File: src/rtl/div_pkg.sv
// Shared types and default widths for the sequential 16/8 restoring divider.
package div_pkg;

  localparam int unsigned W_A_DEF = 16;
  localparam int unsigned W_B_DEF = 8;
  localparam int unsigned CNT_W   = $clog2(W_A_DEF);

  typedef enum logic [1:0] {
    IDLE = 2'd0,
    BUSY = 2'd1,
    DONE = 2'd2
  } state_t;

endpackage

File: src/rtl/div_step.sv
// One combinational restoring-division step.
// Ports:
//   rem      current partial remainder (always < B)
//   bit_in   next dividend bit, MSB first
//   B        divisor
//   rem_next partial remainder after this step
//   q_bit    quotient bit produced by this step
module div_step #(
  parameter int unsigned W_B = 8
) (
  input  logic [W_B-1:0] rem,
  input  logic           bit_in,
  input  logic [W_B-1:0] B,
  output logic [W_B-1:0] rem_next,
  output logic           q_bit
);

  logic [W_B:0]   trial;
  logic [W_B-1:0] diff;

  // rem < B, so trial < 2*B and both candidate remainders fit W_B bits.
  always_comb begin
    trial    = {rem, bit_in};
    q_bit    = (trial >= {1'b0, B});
    diff     = W_B'(trial - {1'b0, B});
    rem_next = q_bit ? diff : trial[W_B-1:0];
  end

endmodule

File: src/rtl/div16by8_seq.sv
// Sequential radix-2 restoring unsigned divider: A = Q*B + R, R < B.
// One division in flight; valid/ready on both sides.
// Ports:
//   clk, rst            clock, asynchronous active-high reset
//   in_valid/in_ready   operand handshake (A dividend, B divisor)
//   out_valid/out_ready result handshake (Q quotient, R remainder, DBZ divide-by-zero)
module div16by8_seq
  import div_pkg::*;
#(
  parameter int unsigned W_A = W_A_DEF,
  parameter int unsigned W_B = W_B_DEF
) (
  input  logic           clk,
  input  logic           rst,
  input  logic           in_valid,
  output logic           in_ready,
  input  logic [W_A-1:0] A,
  input  logic [W_B-1:0] B,
  output logic           out_valid,
  input  logic           out_ready,
  output logic [W_A-1:0] Q,
  output logic [W_B-1:0] R,
  output logic           DBZ
);

  localparam int unsigned CW = $clog2(W_A);

  state_t         state, state_d;
  logic [W_A-1:0] dq, dq_d;        // dividend shifts out the MSB, quotient shifts in the LSB
  logic [W_B-1:0] rem, rem_d;
  logic [W_B-1:0] b_reg, b_d;
  logic [CW-1:0]  cnt, cnt_d;
  logic           dbz, dbz_d;
  logic [W_A-1:0] q_d;
  logic [W_B-1:0] r_d;
  logic           dbz_out_d;
  logic           out_valid_d;
  logic           in_ready_d;
  logic [W_B-1:0] step_rem;
  logic           step_q;

  div_step #(.W_B(W_B)) u_step (
    .rem      (rem),
    .bit_in   (dq[W_A-1]),
    .B        (b_reg),
    .rem_next (step_rem),
    .q_bit    (step_q)
  );

  // State and datapath registers.
  always_ff @(posedge clk or posedge rst) begin
    if (rst) begin
      state     <= IDLE;
      dq        <= '0;
      rem       <= '0;
      b_reg     <= '0;
      cnt       <= '0;
      dbz       <= 1'b0;
      Q         <= '0;
      R         <= '0;
      DBZ       <= 1'b0;
      out_valid <= 1'b0;
      in_ready  <= 1'b1;
    end else begin
      state     <= state_d;
      dq        <= dq_d;
      rem       <= rem_d;
      b_reg     <= b_d;
      cnt       <= cnt_d;
      dbz       <= dbz_d;
      Q         <= q_d;
      R         <= r_d;
      DBZ       <= dbz_out_d;
      out_valid <= out_valid_d;
      in_ready  <= in_ready_d;
    end
  end

  // Next-state and datapath control.
  always_comb begin
    state_d     = state;
    dq_d        = dq;
    rem_d       = rem;
    b_d         = b_reg;
    cnt_d       = cnt;
    dbz_d       = dbz;
    q_d         = Q;
    r_d         = R;
    dbz_out_d   = DBZ;
    out_valid_d = out_valid;

    unique case (state)
      IDLE: begin
        if (in_valid && in_ready) begin
          b_d = B;
          if (B != '0) begin
            dq_d    = A;
            rem_d   = '0;
            cnt_d   = CW'(W_A - 1);
            dbz_d   = 1'b0;
            state_d = BUSY;
          end else begin
            dq_d    = '1;
            rem_d   = A[W_B-1:0];
            dbz_d   = 1'b1;
            state_d = DONE;
          end
        end
      end
      BUSY: begin
        dq_d  = {dq[W_A-2:0], step_q};
        rem_d = step_rem;
        cnt_d = cnt - CW'(1);
        if (cnt == '0) state_d = DONE;
      end
      DONE: begin
        // First DONE cycle commits the result to the output registers.
        if (!out_valid) begin
          q_d         = dq;
          r_d         = rem;
          dbz_out_d   = dbz;
          out_valid_d = 1'b1;
        end else if (out_ready) begin
          out_valid_d = 1'b0;
          state_d     = IDLE;
        end
      end
      default: state_d = IDLE;
    endcase

    in_ready_d = (state_d == IDLE);
  end

endmodule

File: config.mk
export PLATFORM = sky130hd
export DESIGN_NAME = div16by8_seq
export DESIGN_NICKNAME = d
export VERILOG_FILES = /design/src/rtl/div_pkg.sv /design/src/rtl/div_step.sv /design/src/rtl/div16by8_seq.sv
export SDC_FILE = /design/constraint.sdc
export NUM_CORES = 1
export LEC_CHECK = 0
export ABC_AREA = 1
export BUFFER_PORTS_ARGS = -buffer_cell sky130_fd_sc_hd__buf_2
export CORE_AREA = 4 4 79 81
export CTS_BUF_LIST = sky130_fd_sc_hd__clkbuf_2
export DETAILED_ROUTE_END_ITERATION = 10
export DIE_AREA = 0 0 83 85
export PLACE_DENSITY = 0.93
export RECOVER_POWER = 25
export SETUP_SLACK_MARGIN = 0.15
export SLEW_MARGIN = 0
export SYNTH_ARGS = -nofsm -noshare
export SYNTH_HDL_FRONTEND = slang
export SYNTH_SLANG_ARGS = --single-unit
File: constraint.sdc
create_clock -name clk -period 3.69 [get_ports clk]
set_input_delay 0.738 -clock clk [delete_from_list [all_inputs] [get_ports clk]]
set_output_delay 0.738 -clock clk [all_outputs]
set_load 0.02 [all_outputs]
**After elaboration in Yosys (flattened, before gate mapping)**

Cells that the tools add are included.

- Logic and storage cells: 48
- Bits in registers: 66
- Output and inout port bits: 27
- Input bits: 28

- Muxes and demuxes: 19
- Eq/ne operators: 4
- Magnitude comparators: 1
- Add/sub/neg operators: 2
- Reduce and logical (&&, ||, !) cells: 10
- Bitwise operators: 1

Operators with widths:

| kind | count |
|---|---|
| $mux 16 | 2 |
| $pmux 16 s2 | 1 |
| $mux 8 | 3 |
| $pmux 8 s2 | 1 |
| $mux 2 | 5 |
| $ge 9x8->1 | 1 |
| $mux 4 | 2 |
| $pmux 4 s2 | 1 |
| $reduce_bool 8->1 | 1 |
| $sub 8x8->8 | 1 |
| $pmux 2 s3 | 1 |
| $reduce_and 2->1 | 3 |
| $logic_not 2->1 | 2 |
| $logic_not 4->1 | 1 |
| $ne 2x2->1 const B | 2 |
| $sub 4x1->4 const B | 1 |
| $mux 1 | 3 |
| $reduce_and 3->1 | 1 |
| $eq 2x1->1 const B | 1 |
| $eq 2x2->1 const B | 1 |
| $reduce_bool 2->1 | 1 |
| $logic_and 1x1->1 | 1 |
| $not 1->1 | 1 |

**Longest topological paths before layout**

Gate-level depths: netlist of the first run.

- Word-level depth: 5
- Depth in mapped cells: 13
- Gate-level depth less buffers: 12

**Cells and area by module**

From an unflattened synthesis of the first run, not the netlist that was laid out.

- Cell total of the unflattened synthesis: 502
- Area total of the unflattened synthesis: 3739.8 um^2

Modules (own cells, without submodules):

| module | area each (um^2) | seq. area each (um^2) | instances | cells each |
|---|---|---|---|---|
| div16by8_seq | 3085.5 | 1652.8 | 1 | 393 |
| div_step | 654.4 | 0.0 | 1 | 109 |

**Worst setup path before layout of the first run**

Ideal clock, no wire load.

- Path kind: input-to-reg
- Start point: in B[2]
- End point: reg rem[0]
- Setup time: 0.073 ns
- Buffers on the path: 1
- Stages: 8
- Setup slack: 1.979 ns
- Arrival: 1.638 ns
- Required time: 3.617 ns
- Path through: nor2_1 nand4_4 nand2_4 inv_4 nor2_8 buf_12 o21ai_2 a21oi_2

- Word-level cells in the longest chain between the ends: 4

Ends and longest elaborated chain:

| what | RTL line | text |
|---|---|---|
| from (decl) | div16by8_seq.sv:18 | `input logic [W_B-1:0] B,` |
| $reduce_bool 8->1 | div16by8_seq.sv:96 | `if (B != '0) begin` |
| $mux 8 | div16by8_seq.sv:96 |  |
| $mux 8 | div16by8_seq.sv:94 | `if (in_valid && in_ready) begin` |
| $pmux 8 s2 | div16by8_seq.sv:92 | `unique case (state)` |
| to (signal assigned) | div16by8_seq.sv:67 | `rem <= rem_d;` |
| to (decl) | div16by8_seq.sv:30 | `logic [W_B-1:0] rem, rem_d;` |

No other way between the ends. The select of a mux whose other input is x is not followed.
A chain may end at the register's enable or synchronous reset.

**Worst setup path in the final report of the first run**

- Start point: reg state[1]
- End point: reg dq[13]

- Word-level cells in the longest chain between the ends: 3
- Elaborated cells on any way between the ends: 6
- Those cells by class: eq/ne: 2; mux: 1; reduce/logical: 3

Ends and longest elaborated chain:

| what | RTL line | text |
|---|---|---|
| from (decl) | div16by8_seq.sv:28 | `state_t state, state_d;` |
| from (signal assigned) | div16by8_seq.sv:65 | `state <= state_d;` |
| $eq 2x1->1 / $logic_not 2->1 (equally long branches) | div16by8_seq.sv:92 |  |
| $reduce_bool 2->1 (no line) / $ne 2x2->1 (equally long branches) | n/a |  |
| $reduce_and 2->1 (no line) | n/a |  |
| to (signal assigned) | div16by8_seq.sv:66 | `dq <= dq_d;` |
| to (decl) | div16by8_seq.sv:29 | `logic [W_A-1:0] dq, dq_d;` |

Several ways; a longest one is shown, not always the timed one.

==> results of run 1 <==
-- report_power, final --
part           internal (W)  switching (W)  total (W)
clock              0.000292       0.000271   0.000564
sequential         0.000988       0.000169    0.00116
combinational      0.000709        0.00124    0.00195
total               0.00199        0.00168    0.00367
-- layer usage --
metal	global-route usage	wire length (um)
met1	0.319	3470
met2	0.388	3760
met3	0.0563	537
met4	0.0847	161
met5	0	0
-- cell usage in the layout (no fill, tap or decap), types with 2 or more instances in the layout --
| cell | netlist | layout |
|---|---|---|
| a21oi_1 | 14 | 14 |
| a21oi_2 | 8 | 8 |
| a22oi_1 | 4 | 4 |
| buf_2 | 3 | 54 |
| buf_4 | 2 | 2 |
| bufinv_16 | 0 | 3 |
| clkbuf_2 | 0 | 9 |
| dfrtp_1 | 65 | 65 |
| ha_1 | 9 | 9 |
| inv_1 | 42 | 42 |
| inv_2 | 9 | 9 |
| mux2_1 | 2 | 2 |
| mux2_2 | 4 | 4 |
| nand2_1 | 89 | 89 |
| nand2_2 | 4 | 4 |
| nand3_1 | 23 | 23 |
| nand3_2 | 2 | 2 |
| nand3b_1 | 2 | 2 |
| nor2_1 | 28 | 28 |
| nor2_2 | 2 | 2 |
| nor3_1 | 2 | 2 |
| o2111ai_1 | 7 | 7 |
| o21ai_0 | 33 | 33 |
| o21ai_2 | 7 | 7 |
| o22ai_1 | 6 | 6 |
| xnor2_1 | 2 | 2 |
-- worst max-delay path: cells and delay by family, from the launching register on --
| kind | cells | cell delay (ns) |
|---|---|---|
| compound gates | 1 | 0.13 |
| buf+inv | 2 | 0.45 |
| flops | 1 | 0.46 |
| simple gates | 3 | 0.87 |
-- final cells by class --
| class | count | share of cell area |
|---|---|---|
| well taps | 72 | 0.0232 |
| flip-flops and latches | 66 | 0.427 |
| multi-input cells | 261 | 0.383 |
| inverters | 52 | 0.0510 |
| clock inverters | 7 | 0.0300 |
| clock buffers | 9 | 0.0116 |
| repair buffers | 57 | 0.0746 |
-- final timing paths --
check,from,cells past startpoint,endpoint
setup / recovery,state[1],6,dq[13]
hold / removal,rst,2,Q[13]
setup reg to reg,state[1],6,dq[13]
hold reg to reg,R[2],2,R[2]
max in group asynchronous,rst,3,dq[2]
min in group clk,A[10],3,dq[10]
-- stage by stage --
stage,std cells,hold slack [ns],util
after floorplan,393,0.453,-
after global placement,508,0.460,0.679
after detailed placement,508,0.468,0.679
after CTS,524,0.210,0.709
after global routing,524,0.406,0.708
final,524,0.407,0.708
-- logic make-up (layout without fill, tap and decap cells) --
logic type,after synthesis,after routing
AO/OA/AOI/OAI,82,82
XOR/XNOR,3,3
adder cells (fa/ha/maj),10,10
buffers and inverters,66,125
flip-flops,66,66
multiplexers,6,6
AND/OR/NAND/NOR,160,160
==> flow_summary.toml, run 1 <==
[timing]
finalCriticalPeriod_ns = 2.04
slew_viol_final = 0
fmax_mhz = 491
finalCritPeriodShare = 0.552
finalSetupViolations = 0
finalHoldViolCount = 0
worst_pin_slew_ns = 0.978
finalClockSkew_ns = 0.0124
rsz0062_at_grt = "no"
setup_ws_ns = 1.65
setup_tns_ns = 0
slew_headroom = 0.347

[cells_and_area]
antenna_cells = 0
multi_input_area_sq_um = 1480
area_growth_syn_to_layout_pct = 13.2
layout-drive-gt1-share = 0.254
nNetsFinal = 485
biggestRegsByFlops = "Q (16), dq (16)"
design_area_sq_um = 3870
ff_latch_area_sq_um = 1650
fillCellCount = 445

[synth]
synth_top_family_by_area = "simple AND/OR/NAND/NOR gates"
synth_warnings = 0
synth.top_cell.area_share = 0.475
yosys-top-cells-count = "89 x nand2_1, 65 x dfrtp_1, 42 x inv_1"
synth_nets = 431
synthArstFlopShare = 1.00
yosysMostFrequentCell = "nand2_1"
synth-edff-count = 0
synthMuxAreaShare = 0.0197
netlist_top_cells_area = "dfrtp_1 48%, nand2_1 9.8%, o21ai_0 4.8%, inv_1 4.6%, nand3_1 3.4%"
synth-compound-area-share = 0.151
ys.flop_type = "dfrtp_1"
synthSimpleGateAreaFrac = 0.217
synth_adder_area_share = 0.0388
yosys_register_bits = 66
synth_area_per_cell_sq_um = 8.71
yosysSeqAreaShare = 0.483
synth.distinct_cells = 43
yosysTopAreaCell = "dfrtp_1"
syn_inst = 393
netlist_area_sq_um = 3420
synth_xor_area_frac = 0.00768

[global_routing]
antenna_found_initial = 0
grt_max_degree = 45
gr-total-overflow = 0
grt_pass1_wl_mm = 13.5
grt_pass1_vias = 2794
grt_use_total = 0.240

[clock_tree]
cts_max_level = 3
cts_made_buffers = 9
clock_sinks = 66
cts-resized-gates = 0
clockRootBuffer = "clkbuf_2"
cts.clk_slew.worst_paths_ns = 0.19
cts_tree = "yes"
cts_hold_buffers = 0
worst_skew_pair.late_latency_ns = 0.51
post_cts_buffers = 0
clock_path_buffers = 2

[routing]
drc = 0
drtAntennaViolNets = 0
vias_per_cell = 5.54
wl_mm = 7.94
wl_per_cell_um = 15.1
dr_total_vias = 2905
first_pass_iters = 8
drt-initial-drc-count = 233

[power_and_ir_drop]
p_leak_nw = 2.01
powerDensity_nw_per_um2 = 947
vdd_ir_drop_max_v = 0.000601
power_w = 0.00367

[place]
pre_cts_ws_ns = 1.56
dp_hpwl_mm = 6.12
port_buffers = 54
routabilityCongestion = 0.934
dpl_cell_area_sq_um = 3720

[floorplanning]
start_util = 0.625
core_area_sq_um = 5470
dieArea_sq_um = 7060
fp.dieH_um = 85
dieWidth_um = 83
row_count = 27
pin_count = 55

[setup_path]
critPathLaunchType = "flop"
slowest_stage = "dfrtp_1"
crit_path_cell_trace = "nor2_4, inv_2, nand2_2, inv_2, nand2_1, o2111ai_1"
cp_max_fo = 19
required_ns = 4.09
regToRegSetupSlack_ns = 1.65
endpoint_kind = "flop"
arrival_ns = 2.43
cp_slowest_stage_delay_ns = 0.46
critical_path_class = "flop to flop"
crit_top_cell = "inv_2"

[min_path]
hold_path_class = "input port to asynchronous set/reset pin"

[outcome]
status = "finished, final reports clean"

[job]
cap_viol_max_count = 0
Power figures use the tool's default switching activity.
==> inputs of run 2 (changes only) <==
- CORE_AREA: 4 4 79 81 -> 4 4 82 84
- DIE_AREA: 0 0 83 85 -> 0 0 86 88
- PLACE_DENSITY: 0.93 -> 0.87
- clock period: 3.69 -> 1.91 ns (I/O delays scaled with it)
==> flow_summary.toml, run 2 (same netlist as run 1, synthesis figures left out) <==
[setup_path]
critical_path_class = "flop to flop"
worstReg2RegEnd = "rem[2]"
crit_path_cell_trace = "ha_4, buf_4, nand2_1, nor2_2, nand3_2, buf_4, nand4_4, nand2_1, nand3_1, a21oi_2"
cp_slowest_stage_delay_ns = 0.45
crit_family = "simple AND/OR/NAND/NOR gates"
crit_path_end = "rem[2]"
critPathLaunchType = "flop"
rr_startpoint = "rem[5]"
startpoint = "rem[5]"
endpoint_kind = "flop"
arrival_ns = 2.23
slowest_stage = "dfrtp_1"
ff2ff_path_depth = 10
worst-path-buf-inv = 2
cp_max_fo = 4
regToRegSetupSlack_ns = 0.12
cp_num_cells = 10
required_ns = 2.35

[clock_tree]
clock_path_buffers = 2
worst_skew_pair.late_latency_ns = 0.52
cts.clk_slew.worst_paths_ns = 0.22
clockRootBuffer = "clkbuf_2"
cts_made_buffers = 9
clock_sinks = 66
cts_tree = "yes"
cts_max_level = 3

[power_and_ir_drop]
power_w = 0.00824
powerDensity_nw_per_um2 = 1910
vdd_ir_drop_max_v = 0.00102
p_leak_nw = 2.14

[routing]
drt-met1-wl_mm = 3.81
drt-initial-drc-count = 226
wl_mm = 8.68
vias_per_cell = 5.46
dr.max_layer_used = "met4"
route.met3.wl_um = 520
dr_total_vias = 3019
first_pass_iters = 5
dr_wl_met2_mm = 4.16
wl_per_cell_um = 15.7
drtAntennaViolNets = 0
drc = 0

[place]
dp_hpwl_mm = 6.28
port_buffers = 54
routabilityCongestion = 0.931
dpl_cell_area_sq_um = 3800

[timing]
finalSetupViolations = 0
worst_pin_slew_ns = 1.05
rsz0062_at_grt = "yes"
finalClockSkew_ns = 0.0425
finalHoldViolCount = 0
slew_headroom = 0.298
fmax_mhz = 558
finalCriticalPeriod_ns = 1.79
slew_viol_final = 0
finalCritPeriodShare = 0.938
setup_tns_ns = 0
whs_ns = 0.0837

[job]
cap_viol_max_count = 0

[floorplanning]
fp.dieH_um = 88
start_util = 0.578
pin_count = 55
dieArea_sq_um = 7570
core_area_sq_um = 5920
row_count = 28
dieWidth_um = 86

[outcome]
status = "finished, final reports clean"

[cells_and_area]
area_growth_syn_to_layout_pct = 25.9
biggestRegsByFlops = "Q (16), dq (16)"
layout-drive-gt1-share = 0.362
nNetsFinal = 511
layout_common_cells = "83 x nand2_1, 63 x dfrtp_1, 53 x buf_2"
design_area_sq_um = 4310
layout_commonest_cell = "nand2_1"
antenna_cells = 0
final_util = 0.728

[global_routing]
grt_pass1_wl_mm = 14.0
grt_use_total = 0.242
antenna_found_initial = 0
grt_pass1_vias = 2961
gr-total-overflow = 0
grt_max_degree = 46

[min_path]
hold_path_class = "input port to flop"
==> run 2: changes by cell type in the layout (fill, tap and decap cells not counted), moves of 4 or more <==
cell / previous run / this run
nand2_2: 4 / 9
ha_1: 9 / 1
nand2_1: 89 / 83
inv_1: 42 / 38
nand3_2: 2 / 8
nand3_1: 23 / 16
buf_4: 2 / 24
ha_4: 0 / 8
==> run 2: how the worst min path moves through the flow <==
stage / startpoint / cells after the start / slack, ns / endpoint
2_1_floorplan: b_reg[3] / 2 / 0.45 / b_reg[3]
3_3_place_gp: rst / 2 / 0.43 / state[1]
3_5_place_dp: rst / 2 / 0.44 / Q[5]
4_1_cts: A[9] / 3 / 0.07 / dq[9]
5_1_grt: A[8] / 3 / 0.07 / dq[8]
6_report: A[10] / 3 / 0.08 / dq[10]
==> run 2: metrics by stage <==
stage | setup WS (ns) | cells
finish | 0.119 | 553
global placement | 0.0480 | 520
global route | 0.0395 | 553
detailed placement | 0.0151 | 520
CTS | 0.145 | 543
floorplan | 0.228 | 393
==> run 2: power breakdown <==
group          total (W)  internal, W  switching (W)
logic            0.00499      0.00210        0.00289
clock network   0.000978     0.000439       0.000540
registers        0.00227      0.00191       0.000352
total            0.00824      0.00446        0.00378
==> run 2: routing by layer <==
metal / vias to the layer above / track usage
li1: 1453 / -
met1: 1441 / 0.317
met2: 109 / 0.388
met3: 16 / 0.0536
met4: 0 / 0.104
met5: - / 0
==> run 2: worst reg2reg max path: stages (launching register included) <==
cell	delay (ns)
dfrtp_1	0.45
ha_4	0.30
buf_4	0.13
nand2_1	0.09
nor2_2	0.17
nand3_2	0.14
buf_4	0.17
nand4_4	0.07
nand2_1	0.07
nand3_1	0.11
a21oi_2	0.06
==> run 2: cell type report <==
class | instances | area, sq um
inverters | 52 | 199
clock buffers | 10 | 50.0
multi-input cells | 262 | 1710
well taps | 75 | 93.8
fillers | 441 | 1610
repair buffers | 82 | 510
flip-flops and latches | 66 | 1660
clock inverters | 6 | 91.3
==> run 2: what timing repair did <==
action,CTS,global route
hold buffers,1,0
hold endpoints to repair,20,0
pin swaps,5,11
endpoints found under the setup margin,9,9
resized for setup,20,25
buffers inserted,5,10
cloned,1,0
